### config.mk
export PLATFORM = sky130hd
export DESIGN_NAME = seq_divider_flat
export DESIGN_NICKNAME = d
export VERILOG_FILES = /design/src/rtl/seq_divider_if.sv /design/src/rtl/seq_divider.sv /design/src/flat_wrapper.sv
export SDC_FILE = /design/constraint.sdc
export NUM_CORES = 1
export LEC_CHECK = 0
export ABC_CLOCK_PERIOD_IN_PS = 2520
export CAP_MARGIN = 40
export CORE_UTILIZATION = 49
export DETAILED_ROUTE_END_ITERATION = 7
export HOLD_SLACK_MARGIN = 0.12
export MAX_ROUTING_LAYER = met4
export PLACE_DENSITY = 0.7
export SETUP_SLACK_MARGIN = 0.4
export SLEW_MARGIN = 0
export SYNTH_ARGS = -nofsm -noshare
export SYNTH_HDL_FRONTEND = slang
export SYNTH_SLANG_ARGS = --single-unit
### constraint.sdc
create_clock -name clk -period 2.52 [get_ports clk]
set_input_delay 0.252 -clock clk [delete_from_list [all_inputs] [get_ports clk]]
set_output_delay 0.252 -clock clk [all_outputs]
set_load 0.01 [all_outputs]
### src/rtl/seq_divider_if.sv
// Operand/result bundle between the calculator operand registers and the divider.
// The divider side is the slave modport; the sequencing logic drives the master side.
interface seq_divider_if #(
  parameter int WIDTH = 8
);
  logic             start;
  logic             signed_mode;
  logic [WIDTH-1:0] dividend;
  logic [WIDTH-1:0] divisor;
  logic             busy;
  logic             done;
  logic [WIDTH-1:0] quotient;
  logic [WIDTH-1:0] remainder;
  logic             div_by_zero;
  logic             overflow;

  modport master (
    output start, signed_mode, dividend, divisor,
    input  busy, done, quotient, remainder, div_by_zero, overflow
  );

  modport slave (
    input  start, signed_mode, dividend, divisor,
    output busy, done, quotient, remainder, div_by_zero, overflow
  );
endinterface

### src/rtl/seq_divider.sv
// Multi-cycle restoring divider: one quotient bit per clock, optional two's-complement mode.
// Results and flags are registered and held until the next operation reaches DONE.
//
// state | meaning
// IDLE  | waiting for start; operands captured on accept
// CALC  | one restoring shift/subtract iteration per cycle
// FIX   | apply result signs for signed operands
// DONE  | write results and flags, pulse done
module seq_divider #(
  parameter int WIDTH     = 8,
  parameter int SIGNED_EN = 1
) (
  input  logic         clk,
  input  logic         rst_n,
  seq_divider_if.slave bus
);

  localparam int               CW    = $clog2(WIDTH + 1);
  localparam logic             L_SEN = (SIGNED_EN != 0);
  localparam logic [WIDTH-1:0] L_MIN = {1'b1, {(WIDTH-1){1'b0}}};

  typedef enum logic [1:0] {
    S_IDLE = 2'd0,
    S_CALC = 2'd1,
    S_FIX  = 2'd2,
    S_DONE = 2'd3
  } state_t;

  state_t r_state, w_state_nxt;

  logic [CW-1:0]    r_cnt;
  logic [WIDTH-1:0] r_a;
  logic [WIDTH-1:0] r_q;
  logic [WIDTH-1:0] r_m;
  logic [WIDTH-1:0] r_dvd;
  logic             r_neg_q;
  logic             r_neg_r;
  logic             r_div0;
  logic             r_ovf_pend;

  logic             r_busy;
  logic             r_done;
  logic [WIDTH-1:0] r_quot;
  logic [WIDTH-1:0] r_rem;
  logic             r_dz;
  logic             r_ovf;

  logic             w_accept;
  logic             w_mode;
  logic             w_dvd_neg;
  logic             w_dvs_neg;
  logic [WIDTH-1:0] w_dvd_mag;
  logic [WIDTH-1:0] w_dvs_mag;
  logic [WIDTH:0]   w_a_sh;
  logic [WIDTH:0]   w_diff;
  logic             w_ge;

  assign w_accept  = (r_state == S_IDLE) && bus.start;
  assign w_mode    = bus.signed_mode & L_SEN;
  assign w_dvd_neg = w_mode & bus.dividend[WIDTH-1];
  assign w_dvs_neg = w_mode & bus.divisor[WIDTH-1];
  assign w_dvd_mag = w_dvd_neg ? -bus.dividend : bus.dividend;
  assign w_dvs_mag = w_dvs_neg ? -bus.divisor  : bus.divisor;

  // The extra subtractor bit keeps divisors with the MSB set from aliasing as negative.
  assign w_a_sh = {r_a, r_q[WIDTH-1]};
  assign w_diff = w_a_sh - {1'b0, r_m};
  assign w_ge   = ~w_diff[WIDTH];

  always_ff @(posedge clk or negedge rst_n) begin
    if (!rst_n) begin
      r_state <= S_IDLE;
    end else begin
      r_state <= w_state_nxt;
    end
  end

  always_comb begin
    w_state_nxt = r_state;
    case (r_state)
      S_IDLE: begin
        if (bus.start) begin
          w_state_nxt = (bus.divisor == '0) ? S_DONE : S_CALC;
        end
      end
      S_CALC: begin
        if (r_cnt == CW'(1)) begin
          w_state_nxt = S_FIX;
        end
      end
      S_FIX:   w_state_nxt = S_DONE;
      S_DONE:  w_state_nxt = S_IDLE;
      default: w_state_nxt = S_IDLE;
    endcase
  end

  always_ff @(posedge clk or negedge rst_n) begin
    if (!rst_n) begin
      r_cnt      <= '0;
      r_a        <= '0;
      r_q        <= '0;
      r_m        <= '0;
      r_dvd      <= '0;
      r_neg_q    <= 1'b0;
      r_neg_r    <= 1'b0;
      r_div0     <= 1'b0;
      r_ovf_pend <= 1'b0;
      r_busy     <= 1'b0;
      r_done     <= 1'b0;
      r_quot     <= '0;
      r_rem      <= '0;
      r_dz       <= 1'b0;
      r_ovf      <= 1'b0;
    end else begin
      r_done <= 1'b0;
      r_busy <= (r_state != S_IDLE) || w_accept;
      case (r_state)
        S_IDLE: begin
          if (bus.start) begin
            r_dvd      <= bus.dividend;
            r_div0     <= (bus.divisor == '0);
            r_ovf_pend <= w_mode && (bus.dividend == L_MIN) && (bus.divisor == '1);
            r_neg_q    <= w_dvd_neg ^ w_dvs_neg;
            r_neg_r    <= w_dvd_neg;
            r_a        <= '0;
            r_q        <= w_dvd_mag;
            r_m        <= w_dvs_mag;
            r_cnt      <= CW'(WIDTH);
          end
        end
        S_CALC: begin
          r_a   <= w_ge ? w_diff[WIDTH-1:0] : {r_a[WIDTH-2:0], r_q[WIDTH-1]};
          r_q   <= {r_q[WIDTH-2:0], w_ge};
          r_cnt <= r_cnt - CW'(1);
        end
        S_FIX: begin
          // Most-negative / -1 needs no special case: the magnitude wraps back to most-negative.
          r_q <= r_neg_q ? -r_q : r_q;
          r_a <= r_neg_r ? -r_a : r_a;
        end
        S_DONE: begin
          r_done <= 1'b1;
          if (r_div0) begin
            r_quot <= '1;
            r_rem  <= r_dvd;
            r_dz   <= 1'b1;
            r_ovf  <= 1'b0;
          end else begin
            r_quot <= r_q;
            r_rem  <= r_a;
            r_dz   <= 1'b0;
            r_ovf  <= r_ovf_pend;
          end
        end
        default: begin
          r_done <= 1'b0;
        end
      endcase
    end
  end

  assign bus.busy        = r_busy;
  assign bus.done        = r_done;
  assign bus.quotient    = r_quot;
  assign bus.remainder   = r_rem;
  assign bus.div_by_zero = r_dz;
  assign bus.overflow    = r_ovf;

endmodule

### src/flat_wrapper.sv
// flat-port wrapper written by rule: the top's interface ports become plain ports
module seq_divider_flat 
#(
  parameter int WIDTH     = 8,
  parameter int SIGNED_EN = 1
)
  (clk, rst_n, bus_start, bus_signed_mode, bus_dividend, bus_divisor, bus_busy, bus_done, bus_quotient, bus_remainder, bus_div_by_zero, bus_overflow);
  seq_divider_if #(.WIDTH(WIDTH)) bus_i ();
  input  logic clk;
  input  logic rst_n;
  input wire logic [$bits(bus_i.start)-1:0] bus_start;
  input wire logic [$bits(bus_i.signed_mode)-1:0] bus_signed_mode;
  input wire logic [$bits(bus_i.dividend)-1:0] bus_dividend;
  input wire logic [$bits(bus_i.divisor)-1:0] bus_divisor;
  output wire logic [$bits(bus_i.busy)-1:0] bus_busy;
  output wire logic [$bits(bus_i.done)-1:0] bus_done;
  output wire logic [$bits(bus_i.quotient)-1:0] bus_quotient;
  output wire logic [$bits(bus_i.remainder)-1:0] bus_remainder;
  output wire logic [$bits(bus_i.div_by_zero)-1:0] bus_div_by_zero;
  output wire logic [$bits(bus_i.overflow)-1:0] bus_overflow;
  assign bus_i.start = bus_start;
  assign bus_i.signed_mode = bus_signed_mode;
  assign bus_i.dividend = bus_dividend;
  assign bus_i.divisor = bus_divisor;
  assign bus_busy = bus_i.busy;
  assign bus_done = bus_i.done;
  assign bus_quotient = bus_i.quotient;
  assign bus_remainder = bus_i.remainder;
  assign bus_div_by_zero = bus_i.div_by_zero;
  assign bus_overflow = bus_i.overflow;
  seq_divider #(.WIDTH(WIDTH), .SIGNED_EN(SIGNED_EN)) u_core (.clk(clk), .rst_n(rst_n), .bus(bus_i));
endmodule
==> results of run 1 <==
[synthesized netlist by cell type (2+ instances only)]
library cell | n | area [µm²]
mux2_2 | 10 | 112.6
a21o_1 | 3 | 22.52
o311a_1 | 2 | 20.02
nand4_1 | 5 | 31.28
nand3b_1 | 3 | 22.52
inv_1 | 29 | 108.9
nor3b_1 | 3 | 22.52
nor4_1 | 2 | 12.51
xnor2_1 | 9 | 78.83
mux2i_1 | 14 | 140.1
a211oi_1 | 2 | 15.01
o21ai_0 | 43 | 215.2
clkbuf_1 | 17 | 63.81
o31ai_1 | 6 | 45.04
nor3_1 | 7 | 35.03
nor2_1 | 49 | 183.9
buf_6 | 2 | 22.52
dfrtp_1 | 62 | 1551
buf_1 | 2 | 7.510
or4_1 | 3 | 22.52
ha_1 | 19 | 237.7
a22o_1 | 2 | 17.52
nand2_1 | 46 | 172.7
a22oi_1 | 5 | 37.54
nand3_1 | 11 | 55.05
xor2_1 | 7 | 61.31
o211ai_1 | 5 | 37.54
a31oi_1 | 4 | 25.02
nor2b_1 | 7 | 43.79
a21oi_1 | 25 | 125.1
nor4b_1 | 2 | 17.52
buf_2 | 2 | 10.01
nand2b_1 | 2 | 12.51
o22ai_1 | 2 | 12.51
and2b_1 | 2 | 15.01
or3_1 | 2 | 12.51
nor4_2 | 2 | 25.02
[flip-flops by register name (all words and copies together), names as in the netlist, 2 cells and up]
| signal | flops |
|---|---|
| u_core.bus.quotient | 8 |
| u_core.bus.remainder | 8 |
| u_core.r_a | 8 |
| u_core.r_cnt | 4 |
| u_core.r_dvd | 8 |
| u_core.r_m | 8 |
| u_core.r_q | 8 |
| u_core.r_state | 2 |
[cells by family (layout without fill, tap and decap cells)]
logic type | Yosys count | count (layout)
AND/OR/NAND/NOR | 156 | 156
AO/OA/AOI/OAI | 118 | 118
flip-flops | 62 | 62
buffers and inverters | 53 | 124
multiplexers | 24 | 24
adder cells (fa/ha/maj) | 20 | 20
XOR/XNOR | 16 | 16
[per-stage QoR]
step           instance area [µm²]  util, %
2_1_floorplan                 3954        -
3_3_place_gp                  4521    58.20
3_5_place_dp                  4548    58.55
4_1_cts                       4906    63.16
5_1_grt                       5015    64.56
6_report                      5015    64.56
[area by class of cell]
| cell class | count | area [µm²] |
|---|---|---|
| clock inverters | 6 | 86.33 |
| inverters | 29 | 108.9 |
| flip-flops and latches | 62 | 1553 |
| fillers | 647 | 2753 |
| multi-input cells | 334 | 2292 |
| repair buffers | 79 | 719.4 |
| well taps | 102 | 127.6 |
| clock buffers | 10 | 127.6 |
[power by group through the flow]
stage	Clock (W)	Sequential, W	Combinational, W
after floorplan	0	0.00178	0.00257
after global placement	0	0.00184	0.00357
after detailed placement	0	0.00186	0.00366
after CTS	0.000972	0.00185	0.00400
after global routing	0.00101	0.00193	0.00471
final	0.000965	0.00186	0.00430
[path summary, 6_finish.rpt]
kind / startpoint / end / slack (ps) / cells after the start
min in group clk: u_core.r_m[7] / u_core.r_m[7] / 490 / 2
max reg2reg: u_core.r_q[7] / u_core.r_a[5] / 340 / 10
max: u_core.r_q[7] / u_core.r_a[5] / 340 / 10
max in group asynchronous: rst_n / u_core.bus.remainder[7] / 1390 / 4
min: rst_n / u_core.r_a[1] / 420 / 2
min reg2reg: u_core.r_m[7] / u_core.r_m[7] / 490 / 2
[cells in the final DEF, fill, tap and decap left out, types with 3 or more instances in the layout]
cell,n
mux2_2,9
clkdlybuf4s50_1,38
o21ai_0,39
nor3b_1,3
a21o_1,3
nor3_1,7
buf_6,3
a31oi_1,4
o31ai_1,6
xor2_1,7
clkbuf_8,9
ha_1,16
a21oi_1,25
nor2b_1,6
inv_1,28
o211ai_1,5
o21ai_1,3
nand3_1,10
mux2i_1,14
a22oi_1,5
nor2_1,49
nand4_1,5
nand2_1,46
nand3b_1,3
dfrtp_1,61
buf_4,35
xnor2_1,9
or4_1,3
[repair_timing]
action | 4_1_cts | 5_1_grt
setup buffers | 9 | 7
resized for setup | 15 | 14
hold buffers | 1 | 0
pin swaps | 5 | 5
hold endpoints to repair | 17 | 0
setup endpoints to repair | 10 | 16
[per-layer routing]
layer	global-route usage, %	routed length (µm)	part of all wire, %
met3	3.648	499	4.8
met2	42.36	4879	47
met5	-	0	0
met1	33.94	4747	46
met4	9.259	192	1.9
==> impl_metrics.tcl, run 1 <==
set metrics [dict create \
    p_switching_w 0.003050 \
    place_congestion 0.9015 \
    synth.distinct_cells 68 \
    dp_hpwl_mm 7.400 \
    synth_area_um2 3939 \
    layout.nets 555 \
    power.total_w 0.007130 \
    synth_seq_cells 62 \
    overflow 0 \
    grt_max_degree 34 \
    fp.dieW_um 91.66 \
    setup_tns_ps 0 \
    cts_tree "yes" \
    hold_class "in -> async" \
    via_count 3587 \
    clk_pin_slew_ps 80 \
    grt_pass1_wl_mm 16.74 \
    ys.flop_type "dfrtp_1" \
    drive_gt1_share_pct 17.69 \
    crit_path_end_kind "flip-flop" \
    clock_latency_ps 340 \
    yosysSeqAreaShare_pct 39.39 \
    numClockSinks 62 \
    dieArea_um2 8401 \
    setup_viol 0 \
    yosys.area_share.simple_pct 19.47 \
    arrival_ps 2400 \
    track_usage_pct 26.24 \
    synth_adder_area_share_pct 6.544 \
    diodes 0 \
    cp_slowest_stage_delay_ps 370 \
    numCtsBuffers 9 \
    power_frac_seq_pct 26.1 \
    synth_edf_count 0 \
    drtIter0Drc 295 \
    syn_inst 449 \
    core_um2 7767 \
    setup_ws_ps 339.8 \
    peakVddDrop_mv 0.6927 \
    synth-async-reset-ratio_pct 100.0 \
    status "finished, final reports clean" \
    fin_hold_ws_ps 419.8 \
    grt_pass1_vias 3446 \
    wl_per_cell_um 16.59 \
    synth_compound_area_share_pct 19.03 \
    p_sw_share_pct 42.78 \
    stdcell_count 622 \
    leakage_nw 2.202 \
    crit_slowest_cell "dfrtp_1" \
    die_y_um 91.66 \
    fin_skew_ps 9.557 \
    synth_nets 489 \
    cp_data_required_time_ps 2740 \
    drc 0 \
    io_pins 40 \
    clkPwrFrac_pct 13.5 \
    pre_cts_ws_ps 220.5 \
    io_buffer_count 39 \
    p_per_area_nw_per_um2 1422 \
    cts.path.max_buffers 2 \
    crit_chain "inv_2, ha_4, fa_2, and2b_2, o221a_4, o221ai_4, buf_6, buf_6, a32oi_1, o31ai_1" \
    critical_path_class "reg -> reg" \
    syn_area_per_cell_um2 8.772 \
    synth_top_family_by_area "simple AND/OR/NAND/NOR gates" \
    p_int_w 0.004079 \
    worst-path-buf-inv 3 \
    rsz0062_at_grt "yes" \
    rows 32 \
    clock-root-buffer "clkbuf_8" \
    via_per_inst 5.767 \
    period_needed_ps 2180 \
    path_delay_family "compound AO/OA/AOI/OAI gates" \
    fmax_ghz 0.4587 \
    area_growth_pct 27.32 \
    dp.cells 589 \
    slew_viol_final 0 \
    hold_viol 0 \
    synth.area.mux_share_pct 6.417 \
    firstDrtPassIters 4 \
    antenna_found_initial 0 \
    worstMarginPinSlew_ps 560.8 \
    totalWireLength_mm 10.32 \
    start_util_pct 50.71 \
    max-cap-violations 0 \
    ant_nets 0 \
    htree_levels 3 \
    cp_max_fo 5 \
    relSlewSlack_pct 62.33 \
    cp-start-kind "flip-flop" \
    synth-xor-area-share_pct 3.558 \
    yosys_warnings 0 \
    cp_common_cell "buf_6" \
    share_comb_of_total_power_pct 60.3 \
    fin_crit_sh_pct 86.51 \
]
Power figures use the tool's default switching activity.
==> run 2, diff against run 1 <==
--- a/config.mk
+++ b/config.mk
@@ -12,8 +12,6 @@
 export HOLD_SLACK_MARGIN = 0.12
 export MAX_ROUTING_LAYER = met4
 export PLACE_DENSITY = 0.7
-export SETUP_SLACK_MARGIN = 0.4
-export SLEW_MARGIN = 0
 export SYNTH_ARGS = -nofsm -noshare
 export SYNTH_HDL_FRONTEND = slang
 export SYNTH_SLANG_ARGS = --single-unit
==> run 2 against run 1 <==
Against the previous run:
- first-iteration DRC count down 24%
- critical path type unchanged
- clock power up 3.1%
- register-to-register slack worse by 260 ps
- final cell count down 3.2%
- total power down 9.5%
- utilization down 3.7 points
- count of clock-buffer cells in the layout down 1
- sequential share of layout area up 1.8 points
- cell area down 5.7%
- via count down 6.4%
==> impl_metrics.tcl, run 2 (synthesis gave the netlist of run 1 again) <==
set metrics [dict create \
    status "finished, final reports clean" \
    dp_hpwl_mm 6.872 \
    layout.nets 535 \
    wl_per_cell_um 15.99 \
    diodes 0 \
    clock-root-buffer "clkbuf_8" \
    crit_path_end_kind "flip-flop" \
    arrival_ps 2680 \
    hold_viol 0 \
    numClockSinks 62 \
    core_um2 7767 \
    worstMarginPinSlew_ps 784.0 \
    overflow 0 \
    leakage_nw 2.074 \
    clk_pin_slew_ps 80 \
    io_buffer_count 39 \
    stdcell_count 602 \
    slew_viol_final 0 \
    setup_viol 0 \
    rows 32 \
    cp_data_required_time_ps 2760 \
    place_congestion 0.8464 \
    totalWireLength_mm 9.624 \
    clock_latency_ps 350 \
    ant_nets 0 \
    cts_setup_buffers 0 \
    max-cap-violations 0 \
    via_count 3359 \
    via_per_inst 5.580 \
    layout_common_cells "dfrtp_1 (62), nor2_1 (49), nand2_1 (46)" \
    start_util_pct 50.71 \
    cts_tree "yes" \
    cp_max_fo 9 \
    firstDrtPassIters 4 \
    period_needed_ps 2439 \
    peakVddDrop_mv 0.5278 \
    fmax_ghz 0.4100 \
    cp-start-kind "flip-flop" \
    grt_pass1_vias 3196 \
    numCtsBuffers 9 \
    track_usage_pct 24.95 \
    final_cell_area_um2 4731 \
    antenna_found_initial 0 \
    htree_levels 3 \
    drc 0 \
    die_y_um 91.66 \
    dieArea_um2 8401 \
    grt_pass1_wl_mm 15.80 \
    fin_crit_sh_pct 96.78 \
    p_per_area_nw_per_um2 1363 \
    drtIter0Drc 223 \
    fill_cells 690 \
    fin_skew_ps 8.452 \
    mostFrequentLayoutCell "dfrtp_1" \
    critical_path_class "reg -> reg" \
    dp.cells 585 \
    hold_class "in -> async" \
    relSlewSlack_pct 47.25 \
    fp.dieW_um 91.66 \
    io_pins 40 \
    drive_gt1_share_pct 11.40 \
    grt_max_degree 63 \
    area_growth_pct 20.11 \
    dpl_cell_area_um2 4496 \
    cts.path.max_buffers 2 \
]
==> run 2: routing by layer <==
layer | up-vias | routed length [µm] | GRT usage, %
li1 | 1680 | - | -
met1 | 1594 | 4522 | 33.85
met2 | 75 | 4487 | 38.16
met3 | 10 | 517 | 5.721
met4 | 0 | 97 | 5.820
met5 | - | 0 | -
==> run 2: worst max-delay path, cell delays in order (launching register included) <==
cell      delay (ps)
dfrtp_1          390
ha_1             240
fa_1             410
and2b_1          250
o221a_2          200
o221ai_2         160
buf_6            190
or3_2            400
o311ai_0          90
==> run 2: metrics by stage <==
step	setup slack, ps	TNS, ps	util, %	power (W)	hold WS [ps]
3_5_place_dp	79.71	0	57.88	0.005402	295.9
3_3_place_gp	148.8	0	57.88	0.005291	293.5
5_1_grt	-0.8276	-0.8276	60.91	0.006950	466.1
4_1_cts	74.28	0	60.86	0.006429	452.0
6_report	81.25	0	60.91	0.006450	420.5
2_1_floorplan	308.9	0	-	0.004331	-43.59
==> run 2: layout make-up <==
| type | count | area, µm² | share of cell area [%] |
|---|---|---|---|
| clock buffers | 9 | 123.9 | 2.618 |
| clock inverters | 7 | 97.59 | 2.063 |
| inverters | 29 | 108.9 | 2.301 |
| multi-input cells | 334 | 2167 | 45.81 |
| flip-flops and latches | 62 | 1551 | 32.80 |
| well taps | 102 | 127.6 | 2.698 |
| repair buffers | 59 | 554.3 | 11.72 |
==> run 2: power breakdown <==
group          total (W)  switching (W)  leakage (nW)  internal (W)
Clock           0.000995       0.000435         0.106      0.000560
Combinational    0.00363        0.00198          1.20       0.00165
Sequential       0.00183       0.000381         0.766       0.00145
==> run 2: repair_timing <==
| action | in CTS | in global routing |
|---|---|---|
| endpoints found under the hold margin | 62 | 0 |
| hold buffers | 1 | 0 |
| resized for setup | 0 | 1 |
| endpoints found under the setup margin | 0 | 1 |
==> run 2: final timing paths <==
check                                    from         endpoint  cells past startpoint  slack, ps
worst max-delay path            u_core.r_m[0]    u_core.r_q[0]                      8         80
worst min-delay path                    rst_n  u_core.bus.done                      3        420
worst max register to register  u_core.r_m[0]    u_core.r_q[0]                      8         80
worst min register to register  u_core.r_m[4]    u_core.r_m[4]                      2        490
max in group asynchronous               rst_n    u_core.r_m[4]                      3       1790
min in group clk                u_core.r_m[4]    u_core.r_m[4]                      2        490
==> run 3, diff against run 2 <==
--- a/config.mk
+++ b/config.mk
@@ -7,7 +7,10 @@
 export LEC_CHECK = 0
 export ABC_CLOCK_PERIOD_IN_PS = 2520
 export CAP_MARGIN = 40
+export CORE_MARGIN = 3
 export CORE_UTILIZATION = 49
+export CTS_BUF_LIST = sky130_fd_sc_hd__clkbuf_8 sky130_fd_sc_hd__clkbuf_16
+export CTS_CLUSTER_DIAMETER = 80
 export DETAILED_ROUTE_END_ITERATION = 7
 export HOLD_SLACK_MARGIN = 0.12
 export MAX_ROUTING_LAYER = met4
==> run 3 against run 2 <==
Against the previous run:
- sequential share of layout area grew 0.17 points
- utilization shrank 0.31 points
- global-route usage shrank 1.8 points
- die area grew 8.9%
- critical path type unchanged
==> impl_metrics.tcl, run 3 (synthesis gave the netlist of run 1 again) <==
set metrics [dict create \
    status "finished, final reports clean" \
    clk_pin_slew_ps 80 \
    totalWireLength_mm 9.543 \
    cts.path.max_buffers 2 \
    power.total_w 0.006383 \
    ant_nets 0 \
    layout.nets 534 \
    place_congestion 0.8384 \
    htree_levels 3 \
    p_int_w 0.003585 \
    dieArea_um2 9150 \
    fin_skew_ps 11.99 \
    worstMarginPinSlew_ps 821.9 \
    crit_chain "ha_1, fa_2, and2b_2, o221a_2, o221ai_2, buf_6, or3_2, o311ai_0" \
    grt_pass1_vias 3234 \
    rows 32 \
    fmax_ghz 0.4226 \
    power_frac_seq_pct 28.7 \
    drive_gt1_share_pct 11.82 \
    peakVddDrop_mv 0.5230 \
    path_delay_family "simple AND/OR/NAND/NOR gates" \
    cp-start-kind "flip-flop" \
    utilization_pct 60.60 \
    hold_viol 0 \
    clock-root-buffer "clkbuf_8" \
    slew_viol_final 0 \
    start_util_pct 50.71 \
    area_growth_pct 19.50 \
    numClockSinks 62 \
    worst-path-buf-inv 1 \
    die_y_um 95.66 \
    cp_data_required_time_ps 2760 \
    grt_max_degree 63 \
    wl_per_cell_um 15.88 \
    dp_hpwl_mm 6.936 \
    critical_path_class "reg -> reg" \
    fp.dieW_um 95.66 \
    grt_pass1_wl_mm 15.94 \
    leakage_nw 2.058 \
    final_cell_area_um2 4707 \
    p_sw_share_pct 43.83 \
    via_per_inst 5.705 \
    numCtsBuffers 9 \
    layout_common_cells "dfrtp_1 (62), nor2_1 (49), nand2_1 (46)" \
    io_pins 40 \
    p_per_area_nw_per_um2 1356 \
    fin_crit_sh_pct 93.90 \
    period_needed_ps 2366 \
    drc 0 \
    core_um2 7767 \
    mostFrequentLayoutCell "dfrtp_1" \
    drtIter0Drc 231 \
    dpl_cell_area_um2 4476 \
    arrival_ps 2610 \
    antenna_found_initial 0 \
    firstDrtPassIters 5 \
    max-cap-violations 0 \
    crit_slowest_cell "or3_2" \
    cp_max_fo 9 \
    diodes 0 \
    hold_class "reg -> reg" \
    share_comb_of_total_power_pct 56.8 \
    relSlewSlack_pct 45.21 \
    clkPwrFrac_pct 14.4 \
    io_buffer_count 39 \
    cts_tree "yes" \
    p_switching_w 0.002798 \
    cp_slowest_stage_delay_ps 400 \
    crit_path_end_kind "flip-flop" \
    track_usage_pct 23.14 \
    setup_viol 0 \
    clock_latency_ps 350 \
    cts_setup_buffers 0 \
    via_count 3429 \
    overflow 0 \
]
run 3: routing by layer:
layer	vias up	track usage (%)	part of all wire (%)
met4	0	6.872	0.56
met2	101	34.22	47
met3	7	3.236	5.1
li1	1684	-	-
met5	-	-	0
met1	1637	32.99	47
run 3: final cells by class:
class | instances | area, µm²
Fill cell | 697 | 3060
Inverter | 29 | 108.9
Multi-Input combinational cell | 334 | 2177
Timing Repair Buffer | 58 | 534.3
Sequential cell | 62 | 1551
Tap cell | 102 | 127.6
Clock inverter | 6 | 70.07
Clock buffer | 10 | 137.6
run 3: repair_timing:
action,in CTS,in global routing
hold buffers,1,0
endpoints found under the hold margin,25,0
endpoints found under the setup margin,0,5
resized for setup,0,4
run 3: final timing paths:
check,endpoint,slack [ps],cells after the start,start
max reg2reg,u_core.r_q[0],150,8,u_core.r_m[0]
min,u_core.r_m[4],480,2,u_core.r_m[4]
min reg2reg,u_core.r_m[4],480,2,u_core.r_m[4]
max,u_core.r_q[0],150,8,u_core.r_m[0]
max in group asynchronous,u_core.r_m[5],1400,3,rst_n
min in group asynchronous,u_core.bus.busy,600,3,rst_n
run 3: metrics by stage:
step | TNS [ps] | worst slack, ps | std cells | hold slack [ps]
after floorplan | 0 | 308.9 | 449 | -43.59
after global placement | 0 | 145.0 | 584 | 463.9
after detailed placement | 0 | 83.46 | 584 | 472.2
after CTS | 0 | 80.16 | 601 | 487.8
after global routing | -3.771 | -3.771 | 601 | 504.2
final | 0 | 153.8 | 601 | 484.5
run 3: worst register-to-register path, stage by stage, from the launching register on:
cell,delay (ps)
dfrtp_1,390
ha_1,240
fa_2,360
and2b_2,250
o221a_2,200
o221ai_2,150
buf_6,180
or3_2,400
o311ai_0,90
run 3: power groups by stage:
stage	Sequential [W]	Clock, W	Combinational, W
floorplan	0.00178	0	0.00255
global placement	0.00182	0	0.00346
detailed placement	0.00184	0	0.00356
CTS	0.00183	0.000932	0.00358
global route	0.00191	0.000980	0.00408
finish	0.00183	0.000922	0.00363
